**src/rtl/dump_pkg.sv**
```systemverilog
// Shared definitions for the DRAM dump path: default memory geometry that
// matches the processor's external memory port, and the dump FSM encoding.
package dump_pkg;

  // Default external memory port geometry, kept in step with top_control.
  localparam int DUMP_ADDR_W = 9;
  localparam int DUMP_DATA_W = 16;

  // Dump sequencer states.
  typedef enum logic [2:0] {
    ST_IDLE    = 3'd0,
    ST_ISSUE   = 3'd1,
    ST_WAIT    = 3'd2,
    ST_PRESENT = 3'd3,
    ST_DONE    = 3'd4
  } dump_state_e;

endpackage

```
**src/rtl/dump_lat_ctr.sv**
```systemverilog
// Read-latency down-counter. Loaded while a read strobe is on the bus and
// flags the cycle in which the memory's read data becomes valid. The flag is
// only meaningful while the controller is waiting on a read it issued.
module dump_lat_ctr #(
  parameter int READ_LAT = 1
) (
  input  logic clock,
  input  logic reset_n,
  input  logic i_load,
  output logic o_rdata_valid
);

  // READ_LAT ranges 1..4, so a 2-bit counter holds READ_LAT-1.
  localparam logic [1:0] LOAD_VAL = 2'(READ_LAT - 1);

  logic [1:0] r_cnt;

  // Load on the strobe cycle, then count down and rest at zero.
  always_ff @(posedge clock or negedge reset_n) begin
    if (!reset_n) begin
      r_cnt <= 2'd0;
    end else if (i_load) begin
      r_cnt <= LOAD_VAL;
    end else if (r_cnt != 2'd0) begin
      r_cnt <= r_cnt - 2'd1;
    end
  end

  assign o_rdata_valid = (r_cnt == 2'd0);

endmodule

```
**src/rtl/dram_dump_ctrl.sv**
```systemverilog
// DRAM dump controller: after the processor halts, reads an inclusive address
// range through the external memory port one word at a time and streams each
// word, tagged with its address, to a valid/ready sink. At most one read is in
// flight and no new read is issued while a word waits for the sink.
module dram_dump_ctrl
  import dump_pkg::*;
#(
  parameter int ADDR_W   = DUMP_ADDR_W,
  parameter int DATA_W   = DUMP_DATA_W,
  parameter int READ_LAT = 1
) (
  input  logic              clock,
  input  logic              reset_n,
  input  logic              dump_start,
  input  logic [ADDR_W-1:0] first_addr,
  input  logic [ADDR_W-1:0] last_addr,
  output logic [ADDR_W-1:0] mem_addr_ext,
  output logic              mem_read_ext,
  input  logic [DATA_W-1:0] mem_rdata,
  output logic [DATA_W-1:0] out_data,
  output logic [ADDR_W-1:0] out_addr,
  output logic              out_valid,
  input  logic              out_ready,
  output logic              busy,
  output logic              done,
  output logic              range_err,
  output logic [ADDR_W:0]   word_count
);

  localparam logic [ADDR_W-1:0] ADDR_ONE  = {{(ADDR_W-1){1'b0}}, 1'b1};
  localparam logic [ADDR_W:0]   COUNT_ONE = {{ADDR_W{1'b0}}, 1'b1};

  dump_state_e       r_state;
  logic [ADDR_W-1:0] r_cur;
  logic [ADDR_W-1:0] r_lim;
  logic [ADDR_W-1:0] r_mem_addr;
  logic              r_mem_read;
  logic [DATA_W-1:0] r_out_data;
  logic [ADDR_W-1:0] r_out_addr;
  logic              r_out_valid;
  logic              r_busy;
  logic              r_done;
  logic              r_range_err;
  logic [ADDR_W:0]   r_word_count;

  logic              w_lat_load;
  logic              w_rdata_valid;

  // The latency counter is armed during the single strobe cycle.
  assign w_lat_load = (r_state == ST_ISSUE);

  dump_lat_ctr #(
    .READ_LAT (READ_LAT)
  ) u_lat_ctr (
    .clock         (clock),
    .reset_n       (reset_n),
    .i_load        (w_lat_load),
    .o_rdata_valid (w_rdata_valid)
  );

  // Dump sequencer; every output is a register so the strobe and the
  // handshake signals are glitch-free and change only at clock edges.
  always_ff @(posedge clock or negedge reset_n) begin
    if (!reset_n) begin
      r_state      <= ST_IDLE;
      r_cur        <= '0;
      r_lim        <= '0;
      r_mem_addr   <= '0;
      r_mem_read   <= 1'b0;
      r_out_data   <= '0;
      r_out_addr   <= '0;
      r_out_valid  <= 1'b0;
      r_busy       <= 1'b0;
      r_done       <= 1'b0;
      r_range_err  <= 1'b0;
      r_word_count <= '0;
    end else begin
      r_mem_read  <= 1'b0;
      r_done      <= 1'b0;
      r_range_err <= 1'b0;
      case (r_state)
        ST_IDLE: begin
          if (dump_start) begin
            r_word_count <= '0;
            if (first_addr <= last_addr) begin
              r_cur      <= first_addr;
              r_lim      <= last_addr;
              r_busy     <= 1'b1;
              r_mem_read <= 1'b1;
              r_mem_addr <= first_addr;
              r_state    <= ST_ISSUE;
            end else begin
              r_range_err <= 1'b1;
            end
          end
        end
        ST_ISSUE: begin
          r_state <= ST_WAIT;
        end
        ST_WAIT: begin
          if (w_rdata_valid) begin
            r_out_data  <= mem_rdata;
            r_out_addr  <= r_cur;
            r_out_valid <= 1'b1;
            r_state     <= ST_PRESENT;
          end
        end
        ST_PRESENT: begin
          if (out_ready) begin
            r_out_valid  <= 1'b0;
            r_word_count <= r_word_count + COUNT_ONE;
            // Compare before incrementing so a range ending at the top
            // address never wraps back to zero.
            if (r_cur == r_lim) begin
              r_done  <= 1'b1;
              r_busy  <= 1'b0;
              r_state <= ST_DONE;
            end else begin
              r_cur      <= r_cur + ADDR_ONE;
              r_mem_addr <= r_cur + ADDR_ONE;
              r_mem_read <= 1'b1;
              r_state    <= ST_ISSUE;
            end
          end
        end
        ST_DONE: begin
          r_state <= ST_IDLE;
        end
        default: begin
          r_state <= ST_IDLE;
        end
      endcase
    end
  end

  assign mem_addr_ext = r_mem_addr;
  assign mem_read_ext = r_mem_read;
  assign out_data     = r_out_data;
  assign out_addr     = r_out_addr;
  assign out_valid    = r_out_valid;
  assign busy         = r_busy;
  assign done         = r_done;
  assign range_err    = r_range_err;
  assign word_count   = r_word_count;

endmodule

```
**config.mk**
```make
export PLATFORM = sky130hd
export DESIGN_NAME = dram_dump_ctrl
export DESIGN_NICKNAME = d
export VERILOG_FILES = /design/src/rtl/dump_pkg.sv /design/src/rtl/dump_lat_ctr.sv /design/src/rtl/dram_dump_ctrl.sv
export SDC_FILE = /design/constraint.sdc
export NUM_CORES = 1
export LEC_CHECK = 0
export CAP_MARGIN = 40
export CORE_ASPECT_RATIO = 0.9
export CORE_MARGIN = 5
export CORE_UTILIZATION = 52
export CTS_CLUSTER_SIZE = 12
export DETAILED_ROUTE_END_ITERATION = 6
export PLACE_DENSITY = 0.88
export SLEW_MARGIN = 20
export SYNTH_ARGS = -nofsm -noshare
export SYNTH_HDL_FRONTEND = slang
export SYNTH_HIERARCHICAL = 1
export SYNTH_SLANG_ARGS = --single-unit
export TNS_END_PERCENT = 50
```
**constraint.sdc**
```tcl
create_clock -name clock -period 3.3 [get_ports clock]
set_input_delay 0.33 -clock clock [delete_from_list [all_inputs] [get_ports clock]]
set_output_delay 0.33 -clock clock [all_outputs]
set_load 0.005 [all_outputs]
```
---- After elaboration in Yosys (flattened, before gate mapping) ----
Cells that the tools add are included.
storage, ports and cells
  bits in writable memories ............... 0
  output and inout port bits .............. 49
  ROM bits ................................ 0
  memories ................................ 0
  flip-flop bits (word level) ............. 63
  bits in latches ......................... 0
operators by class
  multiply operators ...................... 0
  $lt $le $gt $ge ......................... 1
  multiplexer cells ....................... 35
  add/subtract/negate cells ............... 3
  reductions and logical operators ........ 13
  bitwise operators ....................... 0
  div/mod/pow operators ................... 0
  eq/ne operators ......................... 10
  shift operators ......................... 0
operators with widths
  operator                                                                 count
  9-bit two-way mux                                                        4
  10-bit two-way mux                                                       2
  10-bit case mux with 2 select lines                                      1
  9-bit case mux with 2 select lines                                       1
  1-bit two-way mux                                                        16
  3-bit two-way mux                                                        5
  3-bit case mux with 4 select lines                                       1
  10-bit by 1-bit adder with 10-bit output, second input constant          1
  2-bit inequality test, second input constant                             5
  5-bit AND reduction                                                      2
  9-bit by 1-bit adder with 9-bit output, second input constant            1
  9-bit == test                                                            1
  9-bit less-or-equal comparator                                           1
  3-bit AND reduction                                                      3
  2-bit nonzero test                                                       4
  3-bit by 2-bit == test with 1-bit output, second input constant          2
  1-bit case mux with 2 select lines                                       3
  2-bit two-way mux                                                        2
  4-bit AND reduction                                                      1
  3-bit by 1-bit == test with 1-bit output, second input constant          1
  3-bit zero test                                                          1
  2-bit zero test                                                          1
  2-bit by 1-bit inequality test with 1-bit output, second input constant  1
  2-bit AND reduction                                                      1
  2-bit by 1-bit subtractor with 2-bit output, second input constant       1

---- Logic depth before layout (Yosys ltp) ----
  word-level depth ........................ 4
  mapped depth ............................ 8
  depth with buffers taken out ............ 8

---- By module ----
Netlist, hierarchy kept.
by module, submodules not included
  module          area each (um^2)  cells each  times used
  dram_dump_ctrl  3093.0            280         1
  dump_lat_ctr    96.3              9           1

---- Least setup slack after synthesis ----
OpenSTA, ideal clock, no wires.
  path kind ............................... input port to flip-flop
  start ................................... input last_addr[8]
  end ..................................... register r_mem_addr[6], in the netlist mem_addr_ext[6]
  setup slack ............................. 1.199 ns
  arrival time ............................ 2.019 ns
  stages on the path ...................... 8
  data required time ...................... 3.218 ns
  path buffers ............................ 1
  cell sequence ........................... inv_1 > ha_1 > a21oi_1 > o211ai_1 > or4_4 > buf_6 > a32o_1 > a22oi_2
between the ends
  word-level cells in the longest chain between the ends .. 3
RTL lines
  item                             RTL line               source
  start, declared                  dram_dump_ctrl.sv:16   input logic [ADDR_W-1:0] last_addr,
  9-bit less-or-equal comparator   dram_dump_ctrl.sv:85   if (first_addr <= last_addr) begin
  2-bit inequality test (no line)  n/a
  5-bit AND reduction (no line)    n/a
  end signal, assigned             dram_dump_ctrl.sv:90   r_mem_addr <= first_addr;
  end signal, assigned             dram_dump_ctrl.sv:120  r_mem_addr <= r_cur + ADDR_ONE;
  end, declared                    dram_dump_ctrl.sv:36   logic [ADDR_W-1:0] r_mem_addr;
No other way between the ends.
A chain may end at the register's enable or synchronous reset.

---- Worst setup path in the final report ----
  start ................................... register r_state[0]
  end ..................................... register r_mem_addr[5], in the netlist mem_addr_ext[5]
between the ends
  word-level cells in the longest chain between the ends .. 3
RTL lines
  item                                                                                RTL line              source
  start, declared                                                                     dram_dump_ctrl.sv:33  dump_state_e r_state;
  start signal, assigned                                                              dram_dump_ctrl.sv:65  r_state <= ST_IDLE;
  start signal, assigned                                                              dram_dump_ctrl.sv:91  r_state <= ST_ISSUE;
  start signal, assigned                                                              dram_dump_ctrl.sv:98  r_state <= ST_WAIT;
  3-bit by 2-bit == test with 1-bit output / 3-bit zero test (equally long branches)  dram_dump_ctrl.sv:81  case (r_state)
  2-bit inequality test (no line) / 2-bit nonzero test (equally long branches)        n/a
  5-bit AND reduction (no line)                                                       n/a
Several ways; a longest one is shown, not always the timed one.

==> summary.txt <==
Critical path
  • Arrival time of the worst setup path: around 2800 ps
  • Critical path buffer and inverter count: 1
  • Slowest CP cell: sky130_fd_sc_hd__dfrtp_1
  • Maximum fanout count along the critical path: 14
  • Worst reg2reg endpoint: mem_addr_ext[5]
  • Kind of cell adding the most delay to the critical path: simple AND/OR/NAND/NOR gates
  • List of cells traversed by the critical path: and3b_1, and2_1, o31a_1, nor3_2, inv_2, o2bb2a_1
  • Reg-to-reg startpoint: r_state[0]
  • Start-to-end type of the worst setup path: reg2reg
  • Crit-path max cell delay: approximately 610 ps
  • Reg2reg path depth: 6
  • Required time of the critical path: approximately 3500 ps
  • Type of destination of the critical path: flip-flop
  • Startpoint Class: flip-flop
  • Setup slack of the worst register-to-register path: 770 ps

Power and ir drop
  • Overall power consumption: 3750 uW
  • Clock network power share: about a fifth
  • Sw Pwr: 1290 uW
  • Cell-internal power: around 2500 uW
  • Pwr per Cell Area: ~870 nW/um2
  • Share of power burned in registers: 38.1%
  • Combinational Power Share: 43.0%
  • Peak supply drop: between 0.5 and 0.6 mV
  • Share of total power consumed by net switching: 34.5%
  • Leakage dissipation: approximately 0.0019 uW

Layout
  • Fill cells: 430
  • Antenna diodes: 0
  • Layout net count: 430
  • Fraction of final layout cells sized beyond drive strength 1: about 15%
  • Syn-to-layout area delta: 35.6%

Placement
  • Final HPWL from detailed placement: a little over 6 mm
  • Gp weighted congestion: between 0.9 and 1
  • Number of buffers inserted by port buffering: 86

Clock network
  • Maximum number of buffers from clock root to sink: 2
  • TritonCTS Buffers: 9
  • Clock Sink Count: between 60 and 70
  • Max H-tree Level: 3
  • Clock Root Buffer: sky130_fd_sc_hd__clkbuf_8
  • Count of buffers added by post-CTS timing repair for setup: 0
  • TritonCTS clock tree: yes
  • Clock latency on the worst-skew pair: 330 ps
  • Post-CTS clock slew at the launch and capture registers of the worst setup and hold paths: ~70 ps
  • Hold buffer count at CTS: 0
  • Cts repair resizes: 0

Run
  • Max-cap violations: 0

GRT
  • Global route overflow: 0
  • Maximum number of pins on one net before global-route repair: 38
  • Global-route wire length before repair: 13.3 mm
  • Antenna violations before repair: 0
  • Via count of the first global-routing pass: about 2700
  • Global routing usage summed across all routing layers: 21.4%

Timing
  • Max Transition Viols Final: 0
  • Setup clock skew after layout: roughly 4.4 ps
  • Worst relative slew slack: a little under three fifths
  • Tmin final: around 2500 ps
  • Unrepaired setup endpoints after global routing: no
  • Count of final hold-check violations: 0
  • Slew of the pin with the lowest slew margin: 650 ps
  • Sum of negative setup slack: 0 ps
  • Max Freq: 0.395 GHz
  • Number of endpoints failing setup at the final stage: 0
  • Part of the cycle the worst path needs: roughly 77%

Die
  • Area of the placeable core: slightly above 6000 um2
  • Height of the chip: 84.3 um
  • Number of rows in the core area: 27
  • Count of boundary I/O pins: between 80 and 90
  • Die width: 92.6 um
  • Die Footprint: 7800 um2
  • Starting Density: between 50% and 60%

Synth
  • Part of the Yosys area used for sequential elements: 49.4%
  • Most used standard cell by instance count after synthesis: sky130_fd_sc_hd__dfrtp_1
  • Post-synthesis sequential element count: 63
  • Top cells by area, synth: sky130_fd_sc_hd__dfrtp_1, sky130_fd_sc_hd__mux2_2, sky130_fd_sc_hd__ha_1
  • Cell types with the highest counts after synthesis: sky130_fd_sc_hd__dfrtp_1, sky130_fd_sc_hd__mux2_2, sky130_fd_sc_hd__inv_1
  • Share of flip-flops with an asynchronous set or reset after synthesis: 100%
  • Most common flop cell mapped by yosys: sky130_fd_sc_hd__dfrtp_1
  • Average footprint of a synthesized cell: 11.0 um2
  • Number of synthesized flops with an enable pin: 0
  • Number of synthesis warnings: 6
  • Cells after Synth: around 290
  • Largest area contributor in the synthesized netlist: sky130_fd_sc_hd__dfrtp_1
  • Area share of the largest cell type after synthesis: 49.4%
  • Post-Synthesis Cell Area: between 3000 and 4000 um2
  • Synthesized net count: between 300 and 400
  • Number of distinct library cell variants in the gate-level netlist after synthesis: 55

Detailed routing
  • DRC Markers: 0
  • Routed vias: 2683
  • Iteration-0 DRC Markers: between 150 and 200
  • Routed wirelength normalized by instance count: ~18 um
  • Via-to-Cell Ratio: roughly 5.9
  • Remaining antenna violation count after routing: 0
  • Detailed-route wire length: between 8 and 9 mm
  • Total iterations of the first detailed-routing run: 5

Outcome
  • Outcome: finished clean

Min path
  • Hold Path Class: in2async
==> worst max-delay path by stage <==
stage	endpoint	cells after the start	start	slack, ps
floorplan	mem_addr_ext[6]	8	last_addr[8]	1200
global placement	r_lim[0]	9	last_addr[8]	660
detailed placement	r_lim[0]	9	last_addr[8]	550
CTS	mem_addr_ext[5]	6	r_state[0]	800
global route	mem_addr_ext[5]	6	r_state[0]	620
finish	mem_addr_ext[5]	6	r_state[0]	770
==> flip-flops by register name (all words and copies together), names as in the netlist <==
signal and count:
busy 1, done 1, mem_addr_ext 9, mem_read_ext 1, out_addr 9, out_data 16, out_valid 1, r_lim 9
r_state 3, range_err 1, u_lat_ctr/r_cnt 2, word_count 10
==> cell type report <==
class                           instances  area [um2]  share of cell area, %
Clock inverter                          2        37.5                  0.868
Tap cell                               72        90.1                   2.08
Inverter                               20        75.1                   1.74
Multi-Input combinational cell        195        1470                   34.1
Clock buffer                           13         179                   4.14
Timing Repair Buffer                   91         893                   20.7
Sequential cell                        63        1580                   36.4
==> placed cells by master, fill, tap and decap left out, types with 3 or more instances in the layout <==
master	instances
sky130_fd_sc_hd__clkdlybuf4s50_1	85
sky130_fd_sc_hd__dfrtp_1	63
sky130_fd_sc_hd__mux2_2	25
sky130_fd_sc_hd__inv_1	19
sky130_fd_sc_hd__nand2_1	18
sky130_fd_sc_hd__o21ai_0	17
sky130_fd_sc_hd__nand3_1	15
sky130_fd_sc_hd__clkbuf_8	13
sky130_fd_sc_hd__a21oi_1	12
sky130_fd_sc_hd__ha_1	12
sky130_fd_sc_hd__nor2_1	10
sky130_fd_sc_hd__xnor2_1	9
sky130_fd_sc_hd__nor3_1	8
sky130_fd_sc_hd__nand4_1	6
sky130_fd_sc_hd__xor2_1	6
sky130_fd_sc_hd__and3_1	5
sky130_fd_sc_hd__buf_4	5
sky130_fd_sc_hd__nor4_1	4
sky130_fd_sc_hd__a31oi_1	3
sky130_fd_sc_hd__o22ai_1	3
sky130_fd_sc_hd__a32o_1	3
sky130_fd_sc_hd__or3_1	3
==> logic make-up (layout without fill, tap and decap cells) <==
family                   after synthesis  in the layout  share of synthesized area (%)
AND/OR/NAND/NOR                       84             84                           15.7
flip-flops                            63             63                           49.4
AO/OA/AOI/OAI                         58             58                           12.3
buffers and inverters                 31            126                           4.55
multiplexers                          26             26                           9.18
XOR/XNOR                              15             15                           4.12
adder cells (fa/ha/maj)               12             12                           4.71
==> power groups by stage <==
stage | sequential, uW | clock [uW] | combinational (uW)
global route | 1470 | 763 | 1750
finish | 1430 | 708 | 1610
global placement | 1410 | 0 | 1560
detailed placement | 1430 | 0 | 1610
CTS | 1420 | 721 | 1620
floorplan | 1340 | 0 | 888
==> metal layers <==
layer	up-vias	track usage [%]	part of all wire [%]
met5	-	0	0
met4	0	6.61	1.6
met3	13	8.06	9.2
met2	140	34.8	50
met1	1296	26.7	39
li1	1234	-	-
==> per-stage QoR <==
| stage | hold WS (ps) | cell area (um2) | std cells | setup slack, ps | utilization [%] |
|---|---|---|---|---|---|
| 5_1_grt | 53.3 | 4330 | 456 | 619 | 71.5 |
| 2_1_floorplan | 34.4 | 3190 | 289 | 1200 | - |
| 4_1_cts | 24.6 | 4330 | 456 | 796 | 71.5 |
| 3_5_place_dp | 391 | 4110 | 441 | 547 | 67.9 |
| 6_report | 11.3 | 4330 | 456 | 768 | 71.5 |
| 3_3_place_gp | 383 | 4110 | 441 | 664 | 67.9 |
No activity file was read; power rests on OpenSTA's default activity.
